### src/rtl/braille_char_sink_if.sv
// Character stream from the classifier plus the actuator/status outputs of the braille sink.
// master = classifier/observer side, slave = braille_char_sink.
interface braille_char_sink_if #(
  parameter int unsigned FIFO_DEPTH = 4
);
  localparam int unsigned LVL_W = $clog2(FIFO_DEPTH) + 1;

  logic             i_valid;
  logic [7:0]       i_alpha;
  logic [5:0]       o_dots;
  logic             o_busy;
  logic             o_char_done;
  logic             o_code_err;
  logic             o_overflow;
  logic [LVL_W-1:0] o_level;

  modport master (
    output i_valid,
    output i_alpha,
    input  o_dots,
    input  o_busy,
    input  o_char_done,
    input  o_code_err,
    input  o_overflow,
    input  o_level
  );

  modport slave (
    input  i_valid,
    input  i_alpha,
    output o_dots,
    output o_busy,
    output o_char_done,
    output o_code_err,
    output o_overflow,
    output o_level
  );
endinterface

### src/rtl/braille_char_sink.sv
// Queues ASCII letters from the classifier and plays each one as a 6-dot braille cell
// for HOLD_CYCLES, followed by an all-zero gap of GAP_CYCLES. Never back-pressures.
module braille_char_sink #(
  parameter int unsigned FIFO_DEPTH  = 4,
  parameter int unsigned HOLD_CYCLES = 50_000_000,
  parameter int unsigned GAP_CYCLES  = 10_000_000,
  parameter int unsigned CNT_BW      = 32
) (
  input  logic                 clk,
  input  logic                 reset,
  braille_char_sink_if.slave   bus
);

  localparam int unsigned AW = $clog2(FIFO_DEPTH);
  localparam int unsigned PW = AW + 1;

  typedef enum logic [1:0] {
    S_IDLE = 2'd0,
    S_LOAD = 2'd1,
    S_HOLD = 2'd2,
    S_GAP  = 2'd3
  } state_e;

  // Returns {supported, dots}; uppercase A-J folds onto lowercase.
  function automatic logic [6:0] map_code(input logic [7:0] code);
    logic [7:0] lc;
    logic [6:0] res;
    lc = ((code >= 8'h41) && (code <= 8'h4A)) ? (code | 8'h20) : code;
    case (lc)
      8'h20:   res = {1'b1, 6'h00};
      8'h61:   res = {1'b1, 6'h01};
      8'h62:   res = {1'b1, 6'h03};
      8'h63:   res = {1'b1, 6'h09};
      8'h64:   res = {1'b1, 6'h19};
      8'h65:   res = {1'b1, 6'h11};
      8'h66:   res = {1'b1, 6'h0B};
      8'h67:   res = {1'b1, 6'h1B};
      8'h68:   res = {1'b1, 6'h13};
      8'h69:   res = {1'b1, 6'h0A};
      8'h6A:   res = {1'b1, 6'h1A};
      default: res = 7'h00;
    endcase
    return res;
  endfunction

  state_e            state_q, state_d;
  logic [CNT_BW-1:0] cnt_q, cnt_d;
  logic [7:0]        char_q, char_d;
  logic [5:0]        dots_q, dots_d;
  logic              done_q, done_d;
  logic              err_q, err_d;
  logic              ovf_q, ovf_d;
  logic [PW-1:0]     wr_ptr_q, wr_ptr_d;
  logic [PW-1:0]     rd_ptr_q, rd_ptr_d;
  logic [7:0]        mem_q [FIFO_DEPTH];

  logic [PW-1:0]     level;
  logic              full;
  logic              empty;
  logic              pop;
  logic              push;
  logic [7:0]        head;
  logic [6:0]        head_map;
  logic [6:0]        char_map;

  // Pointers carry one extra wrap bit so full and empty are distinguishable.
  assign level    = wr_ptr_q - rd_ptr_q;
  assign full     = (level == PW'(FIFO_DEPTH));
  assign empty    = (level == '0);
  assign pop      = (state_q == S_IDLE) && !empty;
  assign push     = bus.i_valid && (!full || pop);
  assign head     = mem_q[rd_ptr_q[AW-1:0]];
  assign head_map = map_code(head);
  assign char_map = map_code(char_q);

  assign wr_ptr_d = wr_ptr_q + PW'(push);
  assign rd_ptr_d = rd_ptr_q + PW'(pop);
  assign ovf_d    = ovf_q | (bus.i_valid && full && !pop);

  always_ff @(posedge clk) begin
    if (push) begin
      mem_q[wr_ptr_q[AW-1:0]] <= bus.i_alpha;
    end
  end

  // Next-state and registered-output logic.
  always_comb begin
    state_d = state_q;
    cnt_d   = cnt_q;
    char_d  = char_q;
    dots_d  = dots_q;
    err_d   = 1'b0;
    done_d  = 1'b0;
    case (state_q)
      S_IDLE: begin
        if (pop) begin
          char_d  = head;
          err_d   = !head_map[6];
          state_d = S_LOAD;
        end
      end
      S_LOAD: begin
        if (char_map[6]) begin
          dots_d  = char_map[5:0];
          cnt_d   = CNT_BW'(HOLD_CYCLES - 1);
          state_d = S_HOLD;
        end else begin
          state_d = S_IDLE;
        end
      end
      S_HOLD: begin
        if (cnt_q != '0) begin
          cnt_d = cnt_q - CNT_BW'(1);
        end else begin
          dots_d  = 6'h00;
          cnt_d   = CNT_BW'(GAP_CYCLES - 1);
          state_d = S_GAP;
        end
      end
      S_GAP: begin
        if (cnt_q != '0) begin
          cnt_d = cnt_q - CNT_BW'(1);
        end else begin
          state_d = S_IDLE;
        end
      end
      default: state_d = S_IDLE;
    endcase
    // Registered pulse lands on the final hold cycle itself.
    done_d = (state_d == S_HOLD) && (cnt_d == '0);
  end

  always_ff @(posedge clk) begin
    if (reset) begin
      state_q  <= S_IDLE;
      cnt_q    <= '0;
      char_q   <= '0;
      dots_q   <= '0;
      done_q   <= 1'b0;
      err_q    <= 1'b0;
      ovf_q    <= 1'b0;
      wr_ptr_q <= '0;
      rd_ptr_q <= '0;
    end else begin
      state_q  <= state_d;
      cnt_q    <= cnt_d;
      char_q   <= char_d;
      dots_q   <= dots_d;
      done_q   <= done_d;
      err_q    <= err_d;
      ovf_q    <= ovf_d;
      wr_ptr_q <= wr_ptr_d;
      rd_ptr_q <= rd_ptr_d;
    end
  end

  assign bus.o_dots      = dots_q;
  assign bus.o_char_done = done_q;
  assign bus.o_code_err  = err_q;
  assign bus.o_overflow  = ovf_q;
  assign bus.o_level     = level;
  assign bus.o_busy      = (state_q != S_IDLE) || !empty;

endmodule
### src/flat_wrapper.sv
// flat-port wrapper written by rule: the top's interface ports become plain ports
module braille_char_sink_flat 
#(
  parameter int unsigned FIFO_DEPTH  = 4,
  parameter int unsigned HOLD_CYCLES = 50_000_000,
  parameter int unsigned GAP_CYCLES  = 10_000_000,
  parameter int unsigned CNT_BW      = 32
)
  (clk, reset, bus_i_valid, bus_i_alpha, bus_o_dots, bus_o_busy, bus_o_char_done, bus_o_code_err, bus_o_overflow, bus_o_level);
  braille_char_sink_if #(.FIFO_DEPTH(FIFO_DEPTH)) bus_i ();
  input  logic clk;
  input  logic reset;
  input wire logic [$bits(bus_i.i_valid)-1:0] bus_i_valid;
  input wire logic [$bits(bus_i.i_alpha)-1:0] bus_i_alpha;
  output wire logic [$bits(bus_i.o_dots)-1:0] bus_o_dots;
  output wire logic [$bits(bus_i.o_busy)-1:0] bus_o_busy;
  output wire logic [$bits(bus_i.o_char_done)-1:0] bus_o_char_done;
  output wire logic [$bits(bus_i.o_code_err)-1:0] bus_o_code_err;
  output wire logic [$bits(bus_i.o_overflow)-1:0] bus_o_overflow;
  output wire logic [$bits(bus_i.o_level)-1:0] bus_o_level;
  assign bus_i.i_valid = bus_i_valid;
  assign bus_i.i_alpha = bus_i_alpha;
  assign bus_o_dots = bus_i.o_dots;
  assign bus_o_busy = bus_i.o_busy;
  assign bus_o_char_done = bus_i.o_char_done;
  assign bus_o_code_err = bus_i.o_code_err;
  assign bus_o_overflow = bus_i.o_overflow;
  assign bus_o_level = bus_i.o_level;
  braille_char_sink #(.FIFO_DEPTH(FIFO_DEPTH), .HOLD_CYCLES(HOLD_CYCLES), .GAP_CYCLES(GAP_CYCLES), .CNT_BW(CNT_BW)) u_core (.clk(clk), .reset(reset), .bus(bus_i));
endmodule
### config.mk
export PLATFORM = sky130hd
export DESIGN_NAME = braille_char_sink_flat
export DESIGN_NICKNAME = d
export VERILOG_FILES = /design/src/rtl/braille_char_sink_if.sv /design/src/rtl/braille_char_sink.sv /design/src/flat_wrapper.sv
export SDC_FILE = /design/constraint.sdc
export NUM_CORES = 1
export LEC_CHECK = 0
export ABC_AREA = 1
export ABC_CLOCK_PERIOD_IN_PS = 2960
export BUFFER_PORTS_ARGS = -buffer_cell sky130_fd_sc_hd__buf_4
export CAP_MARGIN = 5
export CORE_ASPECT_RATIO = 1.25
export CORE_UTILIZATION = 45
export CTS_CLUSTER_SIZE = 30
export DETAILED_ROUTE_END_ITERATION = 10
export GPL_TIMING_DRIVEN = 0
export SYNTH_ARGS = -nofsm -noshare
export SYNTH_HDL_FRONTEND = slang
export SYNTH_SLANG_ARGS = --single-unit
### constraint.sdc
create_clock -name clk -period 2.96 [get_ports clk]
set_input_delay 0.444 -clock clk [delete_from_list [all_inputs] [get_ports clk]]
set_output_delay 0.444 -clock clk [all_outputs]
set_load 0.01 [all_outputs]
Yosys cells after proc, flatten, opt, wreduce, memory -nomap -nowiden
Memories as Yosys holds them, arrays and structs flattened. A register that Yosys moved wholly into a read port is not among the register bits.
Index checks and enable logic that the tools add are counted.
W data, S select, Z words.
{"block": "totals", "regBits": 57, "ram_bits": 32, "inputBits": 11, "out_inout_bits": 13, "elab_cells": 91, "mem_count": 1}
{"block": "op_classes", "addsub": 4, "magnitude_cmp": 4, "eq_ne": 29, "mux": 19, "bitwise_logic": 3, "reduce_logical": 22}
{"name": "u_core.mem_q", "depth": 4, "width": 8, "read_ports": 1, "rd_clocked_by_memory_dff": 1, "write_ports": 1, "line": "braille_char_sink.sv:55", "rtl": "logic [7:0] mem_q [FIFO_DEPTH];"}
{"cell": "$eq A8 B7 Y1 const B", "count": 20}
{"cell": "$pmux W7 S11", "count": 2}
{"cell": "$mux W32", "count": 3}
{"cell": "$pmux W32 S3", "count": 1}
{"cell": "$logic_not A32 Y1", "count": 1}
{"cell": "$reduce_bool A32 Y1", "count": 1}
{"cell": "$sub A32 B1 Y32 const B", "count": 1}
{"cell": "$mux W6", "count": 4}
{"cell": "$eq A8 B6 Y1 const B", "count": 2}
{"cell": "$ge A8 B7 Y1 const B", "count": 2}
{"cell": "$le A8 B7 Y1 const B", "count": 2}
{"cell": "$pmux W6 S2", "count": 1}
{"cell": "$mux W2", "count": 5}
{"cell": "$pmux W2 S4", "count": 1}
{"cell": "$logic_and A1 B1 Y1", "count": 7}
{"cell": "$add A3 B1 Y3", "count": 2}
{"cell": "$eq A2 B2 Y1 const B", "count": 3}
{"cell": "$logic_not A1 Y1", "count": 4}
{"cell": "$reduce_bool A2 Y1", "count": 2}
{"cell": "$eq A3 B3 Y1 const B", "count": 1}
{"cell": "$logic_not A3 Y1", "count": 1}
{"cell": "$reduce_and A3 Y1", "count": 1}
{"cell": "$reduce_or A3 Y1", "count": 1}
{"cell": "$sub A3 B3 Y3", "count": 1}
{"cell": "other kinds (9)", "count": 12}

Logic depth before layout (Yosys ltp)
{"block": "depth", "depth_word": 9, "mapped_depth": 20, "ltp_nobuf": 20}

Least setup slack after synthesis
Ideal clock, no wire load.
{"block": "synth_timing", "path_kind": "flip-flop to flip-flop", "start": "register u_core.wr_ptr_q[0]", "end": "memory u_core.mem_q[0][0], enable pin", "setup_ns": 0.383, "t_arrival_ns": 2.257, "t_required_ns": 2.577, "slack_ns": 0.319, "stages_incl_launch_ff": 11, "path_buffers": 0, "synth_period_minus_slack_ns": 2.641, "cell_sequence": "dfxtp_1 > inv_1 > ha_1 > fa_1 > xor2_1 > xnor2_1 > nand2_1 > nand2_1 > nand2_1 > nand2_1 > nor3_1"}
{"block": "synth_via", "elab_chain_len": 8, "elab_cells_between_ends": 10, "classes_between": "add/sub: 1; eq/ne: 1; mux: 2; reduce/logical: 6"}
{"item": "start: declaration", "line": "braille_char_sink.sv:53", "rtl": "logic [PW-1:0] wr_ptr_q, wr_ptr_d;"}
{"item": "start signal: assignment", "line": "braille_char_sink.sv:152", "rtl": "wr_ptr_q <= wr_ptr_d;"}
{"item": "$sub A3 B3 Y3", "line": "braille_char_sink.sv:67", "rtl": "assign level = wr_ptr_q - rd_ptr_q;"}
{"item": "$logic_not A3 Y1", "line": "braille_char_sink.sv:69", "rtl": "assign empty = (level == '0);"}
{"item": "$logic_not A1 Y1", "line": "braille_char_sink.sv:70", "rtl": "assign pop = (state_q == S_IDLE) && !empty;"}
{"item": "$logic_and A1 B1 Y1", "line": "braille_char_sink.sv:70"}
{"item": "$logic_or A1 B1 Y1", "line": "braille_char_sink.sv:71", "rtl": "assign push = bus.i_valid && (!full || pop);"}
{"item": "$logic_and A1 B1 Y1", "line": "braille_char_sink.sv:71"}
{"item": "$mux W1", "line": "braille_char_sink.sv:81", "rtl": "if (push) begin"}
{"item": "$mux W1 (not written as such)", "line": "braille_char_sink.sv:82", "rtl": "mem_q[wr_ptr_q[AW-1:0]] <= bus.i_alpha;"}
{"item": "end: declaration", "line": "braille_char_sink.sv:55"}
Parallel ways exist; a longest one is shown, timed or not.

Final worst setup path
{"block": "layout_timing", "start": "register u_core.wr_ptr_q[0]", "end": "memory u_core.mem_q[2][4], enable pin"}
The elaborated chain is that of the path after synthesis.

==> results.py <==
metrics = {
    "yosys": {
        "synth-compound-area-share_pct": 13.3,
        "yosys.cell_types.count": 54,
        "syn_avg_cell_area_um2": 7.34,
        "ys_seq_area_share_pct": 38.1,
        "ys.flop_type": "dfxtp_1",
        "synthMuxAreaShare_pct": 0.185,
        "synth_edf_count": 32,
        "async_flop_share_pct": 0,
        "syn-cell-area_um2": 5410,
        "synth_top_family_by_area": "simple AND/OR/NAND/NOR gates",
        "synth_fa_ha_area_share_pct": 3.38,
        "synth-xor-area-share_pct": 3.08,
        "yosys-top-cells-area": "dfxtp_1 (20%), edfxtp_1 (18%), nand2_1 (12%), nor2_1 (8.3%), inv_1 (4.6%)",
        "yosysMostFrequentCell": "nand2_1",
        "synth_top_area_share_pct": 20.4,
        "synth_top_cell_by_area": "dfxtp_1",
        "netlist_top_cells_count": "nand2_1 (171), nor2_1 (120), inv_1 (66), dfxtp_1 (55), a21oi_1 (44)",
        "synth_simple_gate_area_share_pct": 33.9,
        "ys_ff_latch": 87,
        "netlist_instances": 737,
        "yosys_warnings": 0,
    },
    "finish": {
        "antenna_cells": 0,
        "nFillCells": 1145,
        "seqCellArea_um2": 2060,
        "multi_input_area_um2": 2930,
        "syn2layout_area_growth_pct": 13.0,
        "fin_util_pct": 52.4,
        "nNetsFinal": 797,
        "drive_gt1_share_pct": 14.0,
    },
    "global_routing": {
        "grt_pass1_vias": 4729,
        "antenna_found_initial": 0,
        "grt.total_usage_pct": 25.0,
        "grt_pass1_wl_um": 24000,
        "grt_overflow": 0,
        "grt_max_degree": 18,
    },
    "floorplanning": {
        "ios": 24,
        "initial_core_util_pct": 46.4,
        "die_h_um": 125,
        "die_x_um": 100,
        "core_area_um2": 11700,
        "die_area_um2": 12500,
        "rows": 44,
    },
    "worst_setup_path": {
        "cp.arrival_ns": 3.01,
        "required_ns": 3.02,
        "startpoint_type": "flip-flop",
        "cp_slowest_cell": "nor3_1",
        "r2r_setup_slack_ns": 0.007,
        "critPathKind": "flip-flop to flip-flop",
        "critical-path-top-delay-family": "simple AND/OR/NAND/NOR gates",
        "reg2reg_from": "u_core.wr_ptr_q[0]$_SDFF_PP0_",
        "end_kind": "flip-flop",
        "path_cells": "inv_1 -> ha_1 -> fa_1 -> xor2_1 -> xnor2_1 -> nand2_1 -> nand2_2 -> nand2_1 -> nand2_1 -> nor3_1 -> buf_4",
        "r2r_cells": 11,
        "critPathMaxFanout": 8,
        "crit_buf_inv": 2,
        "slowest_delay_ns": 0.57,
        "regToRegEndpoint": "u_core.mem_q[2][4]$_DFFE_PP_",
        "path_common_cell": "nand2_1",
    },
    "route": {
        "top_layer": "met4",
        "drt-met1-wl_um": 6100,
        "routed_via_density": 5.31,
        "dr.pass1.iters": 5,
        "wl_met3_um": 629,
        "vias": 4977,
        "drtIter0Drc": 311,
        "wl_um": 14800,
        "wl_per_cell_um": 15.8,
        "route.detailed.drc": 0,
        "dr_wl_met2_um": 7710,
        "antenna_left": 0,
    },
    "placement": {
        "port_buffers": 21,
        "hpwl_um": 11100,
        "place_congestion": 0.933,
    },
    "clocking": {
        "root_buffer": "clkbuf_16",
        "numCtsBuffers": 9,
        "clockBufferDepth": 2,
        "tritoncts": "yes",
        "clkTransAtPathRegs_ns": 0.07,
        "holdBufCountCts": 0,
        "clk_latency_ns": 0.35,
        "cts_max_level": 3,
        "cts_setup_buffers": 0,
        "cts.sinks": 87,
    },
    "sta": {
        "rsz0062_at_grt": "true",
        "max-slew-margin-rel_pct": 48.8,
        "setup_violations": 0,
        "hold_viol_final": 0,
        "drv_slew": 0,
        "worstMarginPinSlew_ns": 0.764,
        "skew_ns": 0.00888,
        "fin_setup_tns_ns": 0,
        "fmax_ghz": 0.339,
        "fin_crit_ns": 2.95,
        "post-route-period-util_pct": 99.8,
    },
    "power_and_ir_drop": {
        "power_density_nw_per_um2": 1330,
        "power.leakage_uw": 0.00277,
        "ir_worst_vdd_mv": 0.584,
    },
    "worst_hold_path": {
        "min-delay-start": "bus_i_alpha[0]",
        "min-delay-path-class": "input port to flip-flop",
        "whs_path_depth": 1,
        "hold_end": "u_core.mem_q[0][0]$_DFFE_PP_",
    },
    "job": {
        "drv_cap": 0,
    },
    "run_status": {
        "status": "complete, no violations",
    },
}
## stage by stage
stage / hold WS [ns] / cell area, µm² / power [µW] / std cells / setup slack (ns)
floorplan: 0.457 / 5410 / 5580 / 738 / 0.319
global placement: 0.440 / 5770 / 6840 / 920 / -0.433
detailed placement: 0.456 / 5800 / 6900 / 923 / -0.374
CTS: 0.284 / 6110 / 8130 / 938 / -0.0362
global route: 0.286 / 6110 / 8860 / 938 / -0.218
finish: 0.292 / 6110 / 8150 / 938 / 0.00701
## logic make-up after synthesis
| logic type | count (synthesis) |
|---|---|
| buffers and inverters | 102 |
| AND/OR/NAND/NOR | 398 |
| flip-flops | 87 |
| multiplexers | 1 |
| adder cells (fa/ha/maj) | 14 |
| other | 1 |
| AO/OA/AOI/OAI | 115 |
| XOR/XNOR | 19 |
## sequential cells by signal, indices dropped and copies added, names as in the netlist
name / count
u_core.bus.o_dots: 4
u_core.rd_ptr_q: 3
u_core.state_q: 2
u_core.bus.o_char_done: 1
u_core.bus.o_overflow: 1
u_core.char_q: 8
u_core.bus.o_code_err: 1
u_core.cnt_q: 32
u_core.wr_ptr_q: 3
u_core.mem_q: 32
## power breakdown
group	internal [µW]	switching, µW
Clock	676	535
Sequential	1550	300
Combinational	1660	3430
Total	3890	4260
## how the worst max path moves through the flow
| stage | startpoint | endpoint | slack, ns | cells after the start |
|---|---|---|---|---|
| 3_3_place_gp | u_core.wr_ptr_q[0]$_SDFF_PP0_ | u_core.mem_q[0][4]$_DFFE_PP_ | -0.43 | 10 |
| 4_1_cts | u_core.wr_ptr_q[0]$_SDFF_PP0_ | u_core.mem_q[2][4]$_DFFE_PP_ | -0.04 | 11 |
| 2_1_floorplan | u_core.wr_ptr_q[0]$_SDFF_PP0_ | u_core.mem_q[0][0]$_DFFE_PP_ | 0.32 | 10 |
| 3_5_place_dp | u_core.wr_ptr_q[0]$_SDFF_PP0_ | u_core.mem_q[1][7]$_DFFE_PP_ | -0.37 | 10 |
| 5_1_grt | u_core.wr_ptr_q[0]$_SDFF_PP0_ | u_core.mem_q[0][7]$_DFFE_PP_ | -0.22 | 11 |
| 6_report | u_core.wr_ptr_q[0]$_SDFF_PP0_ | u_core.mem_q[2][4]$_DFFE_PP_ | 0.007 | 11 |
## layer usage
metal,track usage (%),vias to the layer above
li1,-,2503
met1,30.0,2323
met2,44.4,130
met3,3.48,21
met4,10.1,0
met5,0,-
## cells in the final DEF, fill, tap and decap left out, types with 10 or more instances in the layout
| cell | n |
|---|---|
| nand2_2 | 14 |
| clkbuf_1 | 15 |
| buf_4 | 27 |
| nand3_1 | 34 |
| nand2_1 | 170 |
| o21ai_0 | 34 |
| nand4_1 | 15 |
| xor2_1 | 10 |
| inv_1 | 66 |
| nor2_1 | 120 |
| dfxtp_1 | 55 |
| nor3_1 | 11 |
| ha_1 | 13 |
| a21oi_1 | 44 |
| edfxtp_1 | 32 |
## repair_timing
item                                   CTS  global route
pin swaps                                0             0
endpoints found under the hold margin    0             0
gates resized for setup                  2             0
setup endpoints to repair               25            27
## area by class of cell
type,count,share of cell area [%]
Timing Repair Buffer,24,2.95
Clock buffer,9,3.68
Tap cell,161,3.30
Buffer,26,2.37
Inverter,75,4.61
Multi-Input combinational cell,549,47.9
Clock inverter,7,1.43
Sequential cell,87,33.7
Power figures use the tool's default switching activity.
